File: src/rtl/mult_req_issuer_pkg.sv
// Shared types for mult_req_issuer: FSM state encoding, the response record,
// the default wait limit and the even-parity helper.
package mult_issuer_pkg;

    localparam int DEFAULT_TIMEOUT_CYC = 255;

    typedef enum logic [2:0] {
        IDLE,
        REQ_HI,
        ACK_LO,
        RES_WAIT,
        RES_LO,
        RESP
    } state_e;

    typedef struct packed {
        logic [31:0] result;
        logic        arg_err;
        logic        res_par_err;
        logic        timeout;
    } resp_t;

    // Even parity bit: XOR of every bit, so the word plus parity has an even count of ones.
    function automatic logic even_parity(input logic [31:0] v);
        return ^v;
    endfunction

endpackage

File: src/rtl/mult_req_issuer_if.sv
// Four-phase request/result link between the issuer (master) and a multiplier (slave).
interface mult_req_issuer_if;

    logic               req;
    logic signed [15:0] arg_a;
    logic signed [15:0] arg_b;
    logic               arg_a_parity;
    logic               arg_b_parity;
    logic               ack;
    logic signed [31:0] result;
    logic               result_parity;
    logic               result_rdy;
    logic               arg_parity_error;

    modport master (
        output req, arg_a, arg_b, arg_a_parity, arg_b_parity,
        input  ack, result, result_parity, result_rdy, arg_parity_error
    );

    modport slave (
        input  req, arg_a, arg_b, arg_a_parity, arg_b_parity,
        output ack, result, result_parity, result_rdy, arg_parity_error
    );

endinterface

File: src/rtl/mult_req_issuer.sv
// Issues one operand pair at a time to a multiplier over a four-phase handshake and
// returns the product with status flags. Define MULT_PARITY_INJECT_EN for parity injection.
module mult_req_issuer
    import mult_issuer_pkg::*;
#(
    parameter int TIMEOUT_CYC = DEFAULT_TIMEOUT_CYC
) (
    input  logic               clk,
    input  logic               rst,
    input  logic               in_valid,
    output logic               in_ready,
    input  logic signed [15:0] in_a,
    input  logic signed [15:0] in_b,
`ifdef MULT_PARITY_INJECT_EN
    input  logic               inj_a,
    input  logic               inj_b,
`endif
    mult_req_issuer_if.master  mult,
    output logic               out_valid,
    input  logic               out_ready,
    output logic [31:0]        out_result,
    output logic               out_arg_err,
    output logic               out_res_par_err,
    output logic               out_timeout
);

    localparam int CNT_W = $clog2(TIMEOUT_CYC + 1);
    localparam logic [CNT_W-1:0] CNT_LAST = CNT_W'(TIMEOUT_CYC - 1);

    state_e             state_q;
    logic [CNT_W-1:0]   cnt_q;
    logic               req_q;
    logic signed [15:0] arg_a_q;
    logic signed [15:0] arg_b_q;
    logic               par_a_q;
    logic               par_b_q;
    logic               in_ready_q;
    logic               out_valid_q;
    resp_t              resp_q;

    logic               par_a_d;
    logic               par_b_d;
    logic               waiting;
    logic               advance;

    // NOTE: every signal assigned in always_comb gets a default first, so no path leaves it unassigned and no latch is inferred.
    always_comb begin
        par_a_d = even_parity({16'h0000, in_a});
        par_b_d = even_parity({16'h0000, in_b});
`ifdef MULT_PARITY_INJECT_EN
        par_a_d = par_a_d ^ inj_a;
        par_b_d = par_b_d ^ inj_b;
`endif
        waiting = 1'b1;
        advance = 1'b0;
        case (state_q)
            REQ_HI:   advance = mult.ack;
            ACK_LO:   advance = !mult.ack;
            RES_WAIT: advance = mult.result_rdy;
            RES_LO:   advance = !mult.result_rdy;
            default:  waiting = 1'b0;
        endcase
    end

    // NOTE: state registers use non-blocking assignments so every register updates from pre-edge values.
    always_ff @(posedge clk) begin
        if (rst) begin
            state_q     <= IDLE;
            cnt_q       <= '0;
            req_q       <= 1'b0;
            arg_a_q     <= '0;
            arg_b_q     <= '0;
            par_a_q     <= 1'b0;
            par_b_q     <= 1'b0;
            in_ready_q  <= 1'b0;
            out_valid_q <= 1'b0;
            resp_q      <= '0;
        end else if (waiting && !advance) begin
            // A stalled handshake phase gives up after TIMEOUT_CYC cycles with a zeroed product.
            if (cnt_q == CNT_LAST) begin
                req_q       <= 1'b0;
                resp_q      <= '{result: 32'h0, arg_err: 1'b0, res_par_err: 1'b0, timeout: 1'b1};
                out_valid_q <= 1'b1;
                cnt_q       <= '0;
                state_q     <= RESP;
            end else begin
                cnt_q <= cnt_q + 1'b1;
            end
        end else begin
            cnt_q <= '0;
            case (state_q)
                IDLE: begin
                    in_ready_q <= 1'b1;
                    if (in_valid && in_ready_q) begin
                        arg_a_q    <= in_a;
                        arg_b_q    <= in_b;
                        par_a_q    <= par_a_d;
                        par_b_q    <= par_b_d;
                        req_q      <= 1'b1;
                        in_ready_q <= 1'b0;
                        state_q    <= REQ_HI;
                    end
                end
                REQ_HI: begin
                    req_q   <= 1'b0;
                    state_q <= ACK_LO;
                end
                ACK_LO: state_q <= RES_WAIT;
                RES_WAIT: begin
                    resp_q.result      <= mult.result;
                    resp_q.arg_err     <= mult.arg_parity_error;
                    resp_q.res_par_err <= even_parity(mult.result) != mult.result_parity;
                    resp_q.timeout     <= 1'b0;
                    state_q            <= RES_LO;
                end
                RES_LO: begin
                    out_valid_q <= 1'b1;
                    state_q     <= RESP;
                end
                RESP: begin
                    if (out_ready) begin
                        out_valid_q <= 1'b0;
                        in_ready_q  <= 1'b1;
                        state_q     <= IDLE;
                    end
                end
                default: state_q <= IDLE;
            endcase
        end
    end

    assign in_ready          = in_ready_q;
    assign mult.req          = req_q;
    assign mult.arg_a        = arg_a_q;
    assign mult.arg_b        = arg_b_q;
    assign mult.arg_a_parity = par_a_q;
    assign mult.arg_b_parity = par_b_q;
    assign out_valid         = out_valid_q;
    assign out_result        = resp_q.result;
    assign out_arg_err       = resp_q.arg_err;
    assign out_res_par_err   = resp_q.res_par_err;
    assign out_timeout       = resp_q.timeout;

endmodule

File: src/flat_wrapper.sv
// flat-port wrapper written by rule: the top's interface ports become plain ports
module mult_req_issuer_flat import mult_issuer_pkg::*;
#(
    parameter int TIMEOUT_CYC = DEFAULT_TIMEOUT_CYC
)
  (clk, rst, in_valid, in_ready, in_a, in_b, out_valid, out_ready, out_result, out_arg_err, out_res_par_err, out_timeout, mult_req, mult_arg_a, mult_arg_b, mult_arg_a_parity, mult_arg_b_parity, mult_ack, mult_result, mult_result_parity, mult_result_rdy, mult_arg_parity_error);
  mult_req_issuer_if mult_i ();
  input  logic clk;
  input  logic rst;
  input  logic in_valid;
  output logic in_ready;
  input  logic signed [15:0] in_a;
  input  logic signed [15:0] in_b;
  output logic out_valid;
  input  logic out_ready;
  output logic [31:0] out_result;
  output logic out_arg_err;
  output logic out_res_par_err;
  output logic out_timeout;
  output wire logic [$bits(mult_i.req)-1:0] mult_req;
  output wire logic [$bits(mult_i.arg_a)-1:0] mult_arg_a;
  output wire logic [$bits(mult_i.arg_b)-1:0] mult_arg_b;
  output wire logic [$bits(mult_i.arg_a_parity)-1:0] mult_arg_a_parity;
  output wire logic [$bits(mult_i.arg_b_parity)-1:0] mult_arg_b_parity;
  input wire logic [$bits(mult_i.ack)-1:0] mult_ack;
  input wire logic [$bits(mult_i.result)-1:0] mult_result;
  input wire logic [$bits(mult_i.result_parity)-1:0] mult_result_parity;
  input wire logic [$bits(mult_i.result_rdy)-1:0] mult_result_rdy;
  input wire logic [$bits(mult_i.arg_parity_error)-1:0] mult_arg_parity_error;
  assign mult_req = mult_i.req;
  assign mult_arg_a = mult_i.arg_a;
  assign mult_arg_b = mult_i.arg_b;
  assign mult_arg_a_parity = mult_i.arg_a_parity;
  assign mult_arg_b_parity = mult_i.arg_b_parity;
  assign mult_i.ack = mult_ack;
  assign mult_i.result = mult_result;
  assign mult_i.result_parity = mult_result_parity;
  assign mult_i.result_rdy = mult_result_rdy;
  assign mult_i.arg_parity_error = mult_arg_parity_error;
  mult_req_issuer #(.TIMEOUT_CYC(TIMEOUT_CYC)) u_core (.clk(clk), .rst(rst), .in_valid(in_valid), .in_ready(in_ready), .in_a(in_a), .in_b(in_b), .mult(mult_i), .out_valid(out_valid), .out_ready(out_ready), .out_result(out_result), .out_arg_err(out_arg_err), .out_res_par_err(out_res_par_err), .out_timeout(out_timeout));
endmodule
File: config.mk
export PLATFORM = sky130hd
export DESIGN_NAME = mult_req_issuer_flat
export DESIGN_NICKNAME = d
export VERILOG_FILES = /design/src/rtl/mult_req_issuer_pkg.sv /design/src/rtl/mult_req_issuer_if.sv /design/src/rtl/mult_req_issuer.sv /design/src/flat_wrapper.sv
export SDC_FILE = /design/constraint.sdc
export NUM_CORES = 1
export LEC_CHECK = 0
export CAP_MARGIN = 20
export CORE_MARGIN = 3
export CORE_UTILIZATION = 55
export CTS_CLUSTER_SIZE = 8
export DETAILED_ROUTE_END_ITERATION = 8
export DONT_BUFFER_PORTS = 1
export GPL_TIMING_DRIVEN = 0
export HOLD_SLACK_MARGIN = 0.03
export MAX_ROUTING_LAYER = met4
export PLACE_DENSITY = 0.73
export SYNTH_ARGS = -nofsm -noshare
export SYNTH_HDL_FRONTEND = slang
export SYNTH_SLANG_ARGS = --single-unit
File: constraint.sdc
create_clock -name clk -period 1.8 [get_ports clk]
set_clock_uncertainty 0.1 [all_clocks]
set_input_delay 0.36 -clock clk [delete_from_list [all_inputs] [get_ports clk]]
set_output_delay 0.36 -clock clk [all_outputs]
set_load 0.01 [all_outputs]
### Word-level counts from Yosys, hierarchy flattened

Cells that the tools add are included.

* register bits: 83
* output and inout bits: 72

* add/sub/neg operators: 1
* eq/ne operators: 11
* muxes and demuxes: 21
* bitwise logic cells: 1
* reductions and logical operators: 21

Operator list (count)
* $mux W35: 3
* $reduce_xor A32 Y1: 3
* $pmux W3 S6: 1
* $reduce_and A3 Y1: 5
* $mux W3: 4
* $mux W1: 9
* $add A8 B1 Y8 const B: 1
* $eq A8 B8 Y1 const B: 1
* $eq A3 B2 Y1 const B: 2
* $eq A3 B3 Y1 const B: 2
* $pmux W1 S2: 3
* $reduce_bool A3 Y1: 2
* $ne A2 B2 Y1 const B: 2
* $pmux W1 S4: 1
* $reduce_bool A2 Y1: 2
* $reduce_or A4 Y1: 1
* $eq A3 B1 Y1 const B: 1
* $logic_not A1 Y1: 3
* $logic_not A3 Y1: 1
* $ne A3 B1 Y1 const B: 1
* $ne A3 B2 Y1 const B: 1
* $reduce_or A3 Y1: 1
* $logic_and A1 B1 Y1: 2
* $reduce_and A2 Y1: 1
* 2 further kinds: 2

### Depth between registers and ports, before layout

Gate-level depths: netlist of the first run.

* depth after elaboration: 6
* depth in mapped cells: 8

### Least setup slack after synthesis of the first run

No wires, ideal clock.

* path type: register -> register
* start point: register u_core.state_q[2]
* end point: register u_core.resp_q, in the netlist u_core.out_result[22]
* library setup time: 0.128 ns
* data arrival time: 1.502 ns
* required time: 1.572 ns
* slack: 0.071 ns
* cell stages (with the launch flop): 9
* path through: dfxtp_1 buf_6 or3b_1 or2_4 nand2_4 a21oi_4 buf_6 a22oi_1 nor2_1

* longest elaborated chain between the ends: 6

Ends and longest elaborated chain
* start, declared: line mult_req_issuer.sv:30 `state_e state_q;`
* start signal, assigned: line mult_req_issuer.sv:68 `state_q <= IDLE;`
* start signal, assigned: line mult_req_issuer.sv:85 `state_q <= RESP;`
* start signal, assigned: line mult_req_issuer.sv:101 `state_q <= REQ_HI;`
* $eq A3 B3 Y1, or another cell as far along: line mult_req_issuer.sv:56 `case (state_q)`
* $pmux W1 S4 / $reduce_or A4 Y1 (equally long branches)
* $logic_not A1 Y1 / $mux W1 (equally long branches): line mult_req_issuer.sv:78, mult_req_issuer.sv:56
* $logic_and A1 B1 Y1: line mult_req_issuer.sv:78 `end else if (waiting && !advance) begin`
* $ne A2 B2 Y1 (no source line) / $reduce_bool A2 Y1 (equally long branches)
* $reduce_and A2 Y1 (no source line)
* end signal, assigned: line mult_req_issuer.sv:82 `resp_q <= '{result: 32'h0, arg_err: 1'b0, res_par_err: 1'b0, timeout: 1'b1};`
* end, declared: line mult_req_issuer.sv:39 `resp_t resp_q;`

Several ways; a longest one is shown, not always the timed one.
A chain may end at the register's enable or synchronous reset.

### Final worst setup path of the first run

* start point: register u_core.state_q[0]
* end point: register u_core.resp_q, in the netlist u_core.out_result[17]

The elaborated chain is that of the path after synthesis.

==> tab_implementation.tex, run 1 <==
\begin{tabular}{lr}
\hline
Metric & Value \\
\hline
\multicolumn{2}{l}{\textbf{Timing}} \\
Total count of max-transition violations in the final report & 0 \\
Post-route minimum period & approximately 1.8 ns \\
Max Fclk & 0.556 GHz \\
Worst Tran Pin Value & between 0.5 and 0.6 ns \\
Setup-failing EPs final & 0 \\
Share of the clock period used by the worst path after layout & 0.999 \\
RSZ-0062 raised after global routing & true \\
Fin. Hold Viols & 0 \\
Normalized max-slew margin & 0.633 \\
Hold slack & 0.0466 ns \\
\multicolumn{2}{l}{\textbf{Critical path}} \\
Data required time of the critical path & 1.98 ns \\
Capturing point of the worst reg2reg path & u\_core.out\_result[17] \\
Critical Path Start Type & flip-flop \\
Count of cell instances traversed by the critical path & 8 \\
Critical path capture point & u\_core.out\_result[17] \\
Most used cell, CP & buf\_6 \\
Crit path from & u\_core.state\_q[0] \\
Number of buffer and inverter stages on the critical path & 3 \\
Cells traversed along the worst timing path & buf\_6 > and2b\_1 > nor2b\_1 > buf\_6 > a21oi\_4 > clkbuf\_16 > a22oi\_2 > nor2\_1 \\
Critical path's top delay family & buffers and inverters \\
Signal arrival time at the worst endpoint & 1.97 ns \\
Critical setup path kind & reg2reg \\
Register-to-Register Setup Slack & 0.002 ns \\
Worst reg-to-reg path cell count & 8 \\
Critical path peak fanout & 10 \\
CP Capture Type & flip-flop \\
Worst reg2reg startpoint & u\_core.state\_q[0] \\
Crit path largest cell delay & $\sim$0.34 ns \\
Cell type of the slowest stage on the worst timing path & dfxtp\_2 \\
\multicolumn{2}{l}{\textbf{Floorplan}} \\
Die area & 7840 um\^{}2 \\
Height of the chip & just under 90 um \\
X dimension of the die & between 80 and 90 um \\
Core box area & about 6500 um\^{}2 \\
Effective utilization at floorplan & 0.580 \\
Top-level I/O count & around 140 \\
Cell Rows & 29 \\
\multicolumn{2}{l}{\textbf{Place}} \\
Buffers on Ports & 0 \\
Cell total after placement & 489 \\
Dpl hpwl & about 6500 um \\
RD Place Congestion & 0.812 \\
\multicolumn{2}{l}{\textbf{Power}} \\
Leakage Power & around 1.5 nW \\
Power density of the placed cells & 1080 nW/um\^{}2 \\
Max VDD drop & 0.000788 V \\
\multicolumn{2}{l}{\textbf{Clocking}} \\
Root buffer selected by CTS & clkbuf\_8 \\
Clock tree from TritonCTS & done \\
Maximum number of buffers from clock root to sink & 2 \\
Worst skew pair latency & 0.34 ns \\
CTS Buf Count & 9 \\
Clk slew on worst S/H paths & roughly 0.08 ns \\
Htree depth & 3 \\
Clock Sinks & 83 \\
\multicolumn{2}{l}{\textbf{GRT}} \\
Aggregate global-route resource usage & 0.249 \\
Total grt overflow & 0 \\
Pin count of the biggest net entering global routing & 15 \\
Global-route wire length before repair & about 15,000 um \\
M3 GR Usage & 0.0689 \\
GR Util met1 & 0.302 \\
Global route hottest layer & met2 \\
Via count of the first global-routing pass & about 3,000 \\
Initial antenna violation count & 0 \\
Global-route track usage on met2 & 0.398 \\
\multicolumn{2}{l}{\textbf{Logic synthesis}} \\
Syn. warnings & 0 \\
Combinational family with the most area after synthesis & simple AND/OR/NAND/NOR gates \\
Adder and majority gate portion of the synthesized area & 0.00668 \\
Post-Synth XOR/XNOR Area & 0.158 \\
Nets in the synthesized netlist & 486 \\
FFs w/ async S/R, synth & 0 \\
Post-synthesis cell count & 412 \\
Flop and latch count out of synthesis & 83 \\
Cell Area, Synth & around 3700 um\^{}2 \\
Synth Area in Simple Gates & 0.177 \\
Sequential element share of the synthesized area & 0.443 \\
Synthesized area per cell & 9.10 um\^{}2 \\
Most common flop cell mapped by yosys & dfxtp\_1 \\
Area fraction in compound gates after synthesis & 0.170 \\
Number of unique standard cell types used by synthesis & 39 \\
Post-synthesis mux area share & 0.00267 \\
Number of enable flip-flop cells after synthesis & 0 \\
\multicolumn{2}{l}{\textbf{Finish}} \\
Share of cells above drive strength 1 & 0.194 \\
Filler Cell Count & a little over 500 \\
ANT cells & 0 \\
Layout Utilization & 0.688 \\
Layout overhead on the synthesized area & 18.6\% \\
Finished Layout Cells & 530 \\
Number of nets in the layout & approximately 520 \\
Register Area & around 1700 um\^{}2 \\
Most common cell after layout, fill and taps aside & dfxtp\_1 \\
Most frequent cells in the layout & dfxtp\_1, nand2\_1, xnor2\_1 \\
Area of combinational cells with multiple inputs & 1990 um\^{}2 \\
\multicolumn{2}{l}{\textbf{Routing}} \\
Antenna Violating Nets Remaining & 0 \\
DR pass1 iterations & 4 \\
First-iteration detailed-routing DRC count & 158 \\
DRC violations left & 0 \\
Via total after detailed routing & 2,997 \\
Average wire per cell in the routed design & 17.9 um \\
Number of vias per cell after detailed routing & around 5.7 \\
Total length of routed wires & 9490 um \\
\multicolumn{2}{l}{\textbf{Flow run}} \\
Max-cap violations & 0 \\
\multicolumn{2}{l}{\textbf{Hold path}} \\
Depth of the worst hold-timing path & 2 \\
Hold/Removal Path Class & in2reg \\
\multicolumn{2}{l}{\textbf{Status}} \\
Status & finished clean \\
\hline
\end{tabular}
## how the worst min path moves through the flow
| stage | start | end | slack (ns) |
|---|---|---|---|
| after detailed placement | u_core.cnt_q[0] | u_core.cnt_q[0] | 0.37 |
| after CTS | in_a[15] | u_core.mult.arg_a[15] | 0.03 |
| after global routing | in_a[11] | u_core.mult.arg_a[11] | 0.04 |
| after floorplan | u_core.cnt_q[0] | u_core.cnt_q[0] | 0.34 |
| after global placement | u_core.cnt_q[0] | u_core.cnt_q[0] | 0.35 |
| final | in_a[15] | u_core.mult.arg_a[15] | 0.05 |
## where the power goes
group / internal [W] / switching (W)
registers: 0.00199 / 0.000170
logic: 0.000504 / 0.000555
clock network: 0.000919 / 0.000682
total: 0.00341 / 0.00141
## layer usage
layer / wire [um] / vias up
li1: - / 1441
met1: 3910 / 1447
met2: 4770 / 97
met3: 658 / 12
met4: 141 / 0
met5: 0 / -
## logic make-up after synthesis
kind of cell / after synthesis
buf+inv: 29
compound gates: 81
flops: 83
fa+ha+maj: 2
xor+xnor: 66
simple gates: 150
mux: 1
## state kept, by name, summed over array words and instances, names as in the netlist, 3 cells and up
register and flops:
u_core.mult.arg_a 16, u_core.mult.arg_b 16, u_core.out_result 32, u_core.state_q 3, u_core.cnt_q 8
## cell type report
class / count / share of cell area
Multi-Input combinational cell: 301 / 0.449
Sequential cell: 83 / 0.374
Timing Repair Buffer: 26 / 0.0628
Buffer: 25 / 0.0363
Clock buffer: 9 / 0.0279
Clock inverter: 6 / 0.0256
Tap cell: 77 / 0.0217
Inverter: 3 / 0.00253
## Yosys cell counts, drive strengths merged (2+ instances only)
master | n | area, um^2
a211oi | 4 | 30.0
a21oi | 39 | 218
a22oi | 34 | 355
buf | 14 | 105
clkbuf | 12 | 45.0
dfxtp | 83 | 1660
ha | 2 | 25.0
inv | 3 | 11.3
nand2 | 73 | 282
nand2b | 2 | 15.0
nand3 | 4 | 20.0
nand3b | 3 | 22.5
nor2 | 54 | 228
nor2b | 2 | 12.5
nor3 | 3 | 15.0
nor3b | 2 | 15.0
o21a | 2 | 15.0
or3b | 2 | 17.5
xnor2 | 54 | 473
xor2 | 11 | 96.3
## per-stage QoR
step                      total power, W  area [um^2]  worst slack [ns]  TNS [ns]
after global routing             0.00507         4440           -0.0787     -1.80
after global placement           0.00313         3840           -0.0387    -0.833
final                            0.00482         4440           0.00169         0
after detailed placement         0.00315         3840           -0.0984     -1.96
after CTS                        0.00482         4360           -0.0417    -0.662
after floorplan                  0.00297         3750            0.0706         0
## timing repair
action	in CTS	in global routing
pin swaps	2	3
hold endpoints to repair	18	0
gates resized for setup	17	9
gates cloned	1	3
endpoints found under the setup margin	30	70
hold buffers	18	0
buffers inserted	4	1
No activity file was read; power rests on OpenSTA's default activity.
==> run 2: changes to the inputs <==
CORE_UTILIZATION = 57   (was 55)
PLACE_DENSITY = 0.75   (was 0.73)
SKIP_LAST_GASP = 1   (was not set)
==> tab_implementation.tex, run 2 (synthesis gave the netlist of run 1 again) <==
\begin{tabular}{lr}
\hline
Metric & Value \\
\hline
\multicolumn{2}{l}{\textbf{Finish}} \\
Number of flip-flops in the largest register & 32 \\
Area of combinational cells with multiple inputs & 2010 um\^{}2 \\
Number of nets in the layout & 520 \\
Post-route cell area & about 4400 um\^{}2 \\
Finished Layout Cells & 526 \\
Layout Utilization & 0.723 \\
Most common cell after layout, fill and taps aside & dfxtp\_1 \\
Share of cells above drive strength 1 & 0.204 \\
Layout overhead on the synthesized area & 18.3\% \\
Most frequent cells in the layout & dfxtp\_1, nand2\_1, xnor2\_1 \\
ANT cells & 0 \\
Filler Cell Count & 478 \\
Register Area & 1670 um\^{}2 \\
\multicolumn{2}{l}{\textbf{Power}} \\
Clock share of power & 0.332 \\
Internal cell power & 0.00346 W \\
Leakage Power & about 1.5 nW \\
Power density of the placed cells & 1090 nW/um\^{}2 \\
Sequential cell fraction of total power & 0.445 \\
Sw Ratio & 0.288 \\
Psw & 0.00140 W \\
Max VDD drop & roughly 0.0007 V \\
Combinational cell fraction of total power & 0.224 \\
\multicolumn{2}{l}{\textbf{Critical path}} \\
Critical Path Start Type & flip-flop \\
Data required time of the critical path & 1.93 ns \\
Worst reg-to-reg path cell count & 7 \\
Critical setup path kind & reg2reg \\
CP Capture Type & flip-flop \\
Critical path peak fanout & 6 \\
Crit path from & u\_core.state\_q[0] \\
Worst reg2reg startpoint & u\_core.state\_q[0] \\
Signal arrival time at the worst endpoint & 1.96 ns \\
\multicolumn{2}{l}{\textbf{Place}} \\
Area after detailed placement & 3840 um\^{}2 \\
Cell total after placement & 487 \\
Setup Slack @ Placement & -0.105 ns \\
Buffers on Ports & 0 \\
RD Place Congestion & 0.881 \\
Dpl hpwl & 6580 um \\
\multicolumn{2}{l}{\textbf{Routing}} \\
First-iteration detailed-routing DRC count & 147 \\
DR pass1 iterations & 4 \\
Antenna Violating Nets Remaining & 0 \\
Number of vias per cell after detailed routing & 5.76 \\
DRC violations left & 0 \\
Via total after detailed routing & between 3,000 and 4,000 \\
Average wire per cell in the routed design & 18.4 um \\
Total length of routed wires & 9690 um \\
\multicolumn{2}{l}{\textbf{Hold path}} \\
Depth of the worst hold-timing path & 2 \\
Critical hold path startpoint & in\_a[15] \\
Hold/Removal Path Class & in2reg \\
\multicolumn{2}{l}{\textbf{Timing}} \\
Setup-failing EPs final & 8 \\
Normalized max-slew margin & 0.623 \\
Worst Tran Pin Value & about 0.57 ns \\
Max Fclk & 0.544 GHz \\
Setup TNS Final & -0.148 ns \\
Worst setup margin & -0.0368 ns \\
Share of the clock period used by the worst path after layout & 1.02 \\
RSZ-0062 raised after global routing & true \\
Total count of max-transition violations in the final report & 0 \\
Post-route minimum period & 1.84 ns \\
Fin. Hold Viols & 0 \\
\multicolumn{2}{l}{\textbf{Floorplan}} \\
Die area & between 7000 and 8000 um\^{}2 \\
X dimension of the die & just under 90 um \\
Cell Rows & 28 \\
Height of the chip & slightly below 90 um \\
Core box area & approximately 6100 um\^{}2 \\
Effective utilization at floorplan & 0.611 \\
Top-level I/O count & 144 \\
\multicolumn{2}{l}{\textbf{GRT}} \\
Aggregate global-route resource usage & 0.264 \\
Initial antenna violation count & 0 \\
Via count of the first global-routing pass & between 3,000 and 4,000 \\
Pin count of the biggest net entering global routing & 14 \\
Global-route wire length before repair & 15,100 um \\
Total grt overflow & 0 \\
\multicolumn{2}{l}{\textbf{Clocking}} \\
Clock tree from TritonCTS & done \\
Htree depth & 3 \\
Clk slew on worst S/H paths & 0.08 ns \\
Maximum number of buffers from clock root to sink & 2 \\
CTS Buf Count & 9 \\
Root buffer selected by CTS & clkbuf\_8 \\
Clock Sinks & 83 \\
Worst skew pair latency & roughly 0.35 ns \\
\multicolumn{2}{l}{\textbf{Status}} \\
Violated checks & setup timing \\
Status & finished, violations left \\
\multicolumn{2}{l}{\textbf{Flow run}} \\
Max-cap violations & 0 \\
\hline
\end{tabular}
-- run 2: cell count changes in the layout (fill, tap and decap cells not counted), sizes merged --
cell / change
dlygate4sd3: -3
clkinvlp: -2
clkinv: +2
buf: -3
inv: -1
clkbuf: +5
-- run 2: worst max-delay path, stage by stage (launching register included) --
cell and delay, ns:
dfxtp_2 0.34, or3b_4 0.40, or2_4 0.29, nand2_4 0.07, a21oi_4 0.11, buf_6 0.18, a22oi_2 0.16, nor2_1 0.06
-- run 2: layout make-up --
| class | instances | area share |
|---|---|---|
| inverters | 3 | 0.00254 |
| flip-flops and latches | 83 | 0.376 |
| clock inverters | 5 | 0.0226 |
| plain buffers | 24 | 0.0355 |
| repair buffers | 24 | 0.0578 |
| clock buffers | 11 | 0.0319 |
| multi-input cells | 301 | 0.453 |
| well taps | 75 | 0.0212 |
-- run 2: layer usage --
layer	vias up	wire length, um	track usage
met5	-	0	-
met4	0	291	0.134
met2	121	4870	0.436
li1	1440	-	-
met1	1440	3760	0.291
met3	29	764	0.0728
-- run 2: stage by stage --
step / power (W) / hold WS (ns)
2_1_floorplan: 0.00297 / 0.339
3_3_place_gp: 0.00313 / 0.350
3_5_place_dp: 0.00315 / 0.363
4_1_cts: 0.00483 / 0.0301
5_1_grt: 0.00507 / 0.0314
6_report: 0.00485 / 0.0400
-- run 2: power groups by stage --
stage | clock, W | combinational, W | sequential [W]
finish | 0.00161 | 0.00109 | 0.00216
global route | 0.00171 | 0.00119 | 0.00217
CTS | 0.00163 | 0.00105 | 0.00215
detailed placement | 0 | 0.000959 | 0.00219
global placement | 0 | 0.000940 | 0.00219
floorplan | 0 | 0.000808 | 0.00216
-- run 2: worst paths after layout --
kind	to	slack [ns]
worst min register to register	u_core.cnt_q[0]	0.35
worst max-delay path	u_core.out_result[23]	-0.04
worst min-delay path	u_core.mult.arg_a[15]	0.04
worst max register to register	u_core.out_result[23]	-0.04
-- run 2: timing repair --
| item | CTS | global route |
|---|---|---|
| buffers inserted | 5 | 1 |
| pin swaps | 2 | 9 |
| resized for setup | 19 | 16 |
| hold buffers | 15 | 0 |
| endpoints found under the hold margin | 15 | 0 |
| cloned | 3 | 1 |
| endpoints found under the setup margin | 34 | 76 |
==> variant, RTL diff (settings of run 2) <==
Reset style: asynchronous (`rst`), changed in one clocked block.
--- a/src/rtl/mult_req_issuer.sv
+++ b/src/rtl/mult_req_issuer.sv
@@ -64,5 +64,5 @@
 
     // NOTE: state registers use non-blocking assignments so every register updates from pre-edge values.
-    always_ff @(posedge clk) begin
+    always_ff @(posedge clk or posedge rst) begin
         if (rst) begin
             state_q     <= IDLE;
Check against the original RTL: differs if rst is asserted again (counterexample within 4 cycles, from zero or initial values and one cycle with rst high); with rst held inactive, the same outputs for 10 cycles.
==> variant against run 2 <==
The run still ends with negative setup slack left. Area after synthesis increased by 2.0%. Routed wire length fell by 18%. Die area grew 1.8%. Global-route usage is 5.0 points lower. Cell count fell by 24%. Count of clock-buffer cells in the layout increased by 1. Setup slack improved by 0.036 ns. Sequential share of layout area is 9.7 points higher. Sequential cell count unchanged. Critical path depth is the same. Final area fell by 0.82%. Highest routed layer unchanged.
Power is not compared: it rests on default switching activity, and its combinational part moved more than twofold at a synthesized area within 25%.
==> variant: results (changes against run 2) <==
detailed_routing:
  wl_met3_um: 537  # was 764 um
  drtIter0Drc: 94  # was 147
  met1_length_um: 3290  # was 3760 um
  postRouteAntennaNets: 0  # unchanged
  viasPerCell: 5.83  # was 5.76
  wl_met2_um: 4030  # was 4870 um
  routedWlPerCell_um: 19.8  # was 18.4 um
global_routing:
  grtUsageTotal: 0.214  # was 0.264
  grt_max_degree: 36  # was 14
  grt_util_met3: 0.0734  # was 0.0728
  grt_pass1_wl_um: 12100  # was 15,100 um
  grt_pass1_vias: 2374  # was 3,149
  use_met1: 0.263  # was 0.291
  use_met2: 0.338  # was 0.436
  antenna_found_initial: 0  # unchanged
setup_path:
  crit_family: "compound AO/OA/AOI/OAI gates"  # was simple AND/OR/NAND/NOR gates
  worst-path-max-fanout: 5  # was 6
  crit_start: "u_core.state_q[1]"  # was u_core.state_q[0]
  slowest_stage: "dfrtp_1"  # was or3b_4
  arrival_ns: 1.93  # was 1.96 ns
logic_synthesis:
  avgSynthCellArea_um2: 12.8  # was 9.10 um2
  synth_cell_type_count: 34  # was 39
  synth_fp_nets: 372  # was 486
  yosys-top-cells-area: "dfrtp_1, xnor2_1, mux2_2"  # was dfxtp_1, xnor2_1, nand2_1
  synth_top_area_share: 0.543  # was 0.443
  synthArstFlopShare: 1.00  # was 0
  yosysSeqAreaShare: 0.543  # was 0.443
  synth_commonest_cells: "dfrtp_1, xnor2_1, a22o_1"  # was dfxtp_1, nand2_1, xnor2_1
placement:
  place_hpwl_um: 5790  # was 6580 um
  place.gp.congestion: 0.860  # was 0.881
  place_inst: 377  # was 487
  io_buffer_count: 0  # unchanged
timing:
  setup_viol: 1  # was 8
  setup_ws_ns: -0.000923  # was -0.0368 ns
  worstMarginPinSlew_ns: 0.481  # was 0.565 ns
clocking:
  cts_resized: 14  # was 19
  cts_hold_buf: 1  # was 15
  worstSkewPairLatency_ns: 0.33  # was 0.35 ns
min_path:
  hold_path.startpoint: "mult_result[13]"  # was in_a[15]
run_status:
  status: "finished with violations"  # unchanged
  failed_checks: "negative setup slack"  # unchanged
finish:
  fill_cells: 485  # was 478
  drive_gt1_frac: 0.253  # was 0.204
  fin_cells: 401  # was 526
-- variant: per-stage QoR --
| stage | instance area (um2) | setup WS [ns] | util | setup TNS (ns) |
|---|---|---|---|---|
| 6_report | 4400 | -0.000923 | 0.685 | -0.000923 |
| 5_1_grt | 4400 | -0.0648 | 0.685 | -1.09 |
| 4_1_cts | 4300 | 0.00453 | 0.669 | 0 |
| 3_5_place_dp | 3970 | -0.322 | 0.617 | -10.85 |
| 3_3_place_gp | 3930 | -0.274 | 0.611 | -7.62 |
| 2_1_floorplan | 3830 | 0.0138 | - | 0 |
-- variant: worst paths after layout --
kind                       cells after the start  slack (ns)                     to
max reg2reg                                    7     -0.0009      u_core.state_q[2]
min                                            1        0.06  u_core.out_result[13]
min in group asynchronous                      2        0.42   u_core.mult.arg_a[8]
max                                            7     -0.0009      u_core.state_q[2]
max in group asynchronous                      3        0.66  u_core.out_result[20]
min reg2reg                                    1        0.40        u_core.cnt_q[0]
-- variant: layout make-up --
type / count / area share
flip-flops and latches: 83 / 0.472
multi-input cells: 195 / 0.387
clock buffers: 12 / 0.0353
repair buffers: 12 / 0.0327
plain buffers: 15 / 0.0319
well taps: 77 / 0.0219
clock inverters: 2 / 0.0137
inverters: 5 / 0.00512
-- variant: power breakdown --
part	switching, mW	total, mW	internal (mW)
clock network	0.598	1.44	0.843
logic	0.960	2.35	1.39
registers	1.02	3.73	2.71
-- variant: cell families after synthesis --
| kind of cell | Yosys count | synth area share |
|---|---|---|
| AO/OA/AOI/OAI | 55 | 0.118 |
| XOR/XNOR | 66 | 0.155 |
| adder cells (fa/ha/maj) | 2 | 0.00655 |
| buffers and inverters | 20 | 0.0314 |
| flip-flops | 83 | 0.543 |
| multiplexers | 33 | 0.0969 |
| AND/OR/NAND/NOR | 39 | 0.0488 |
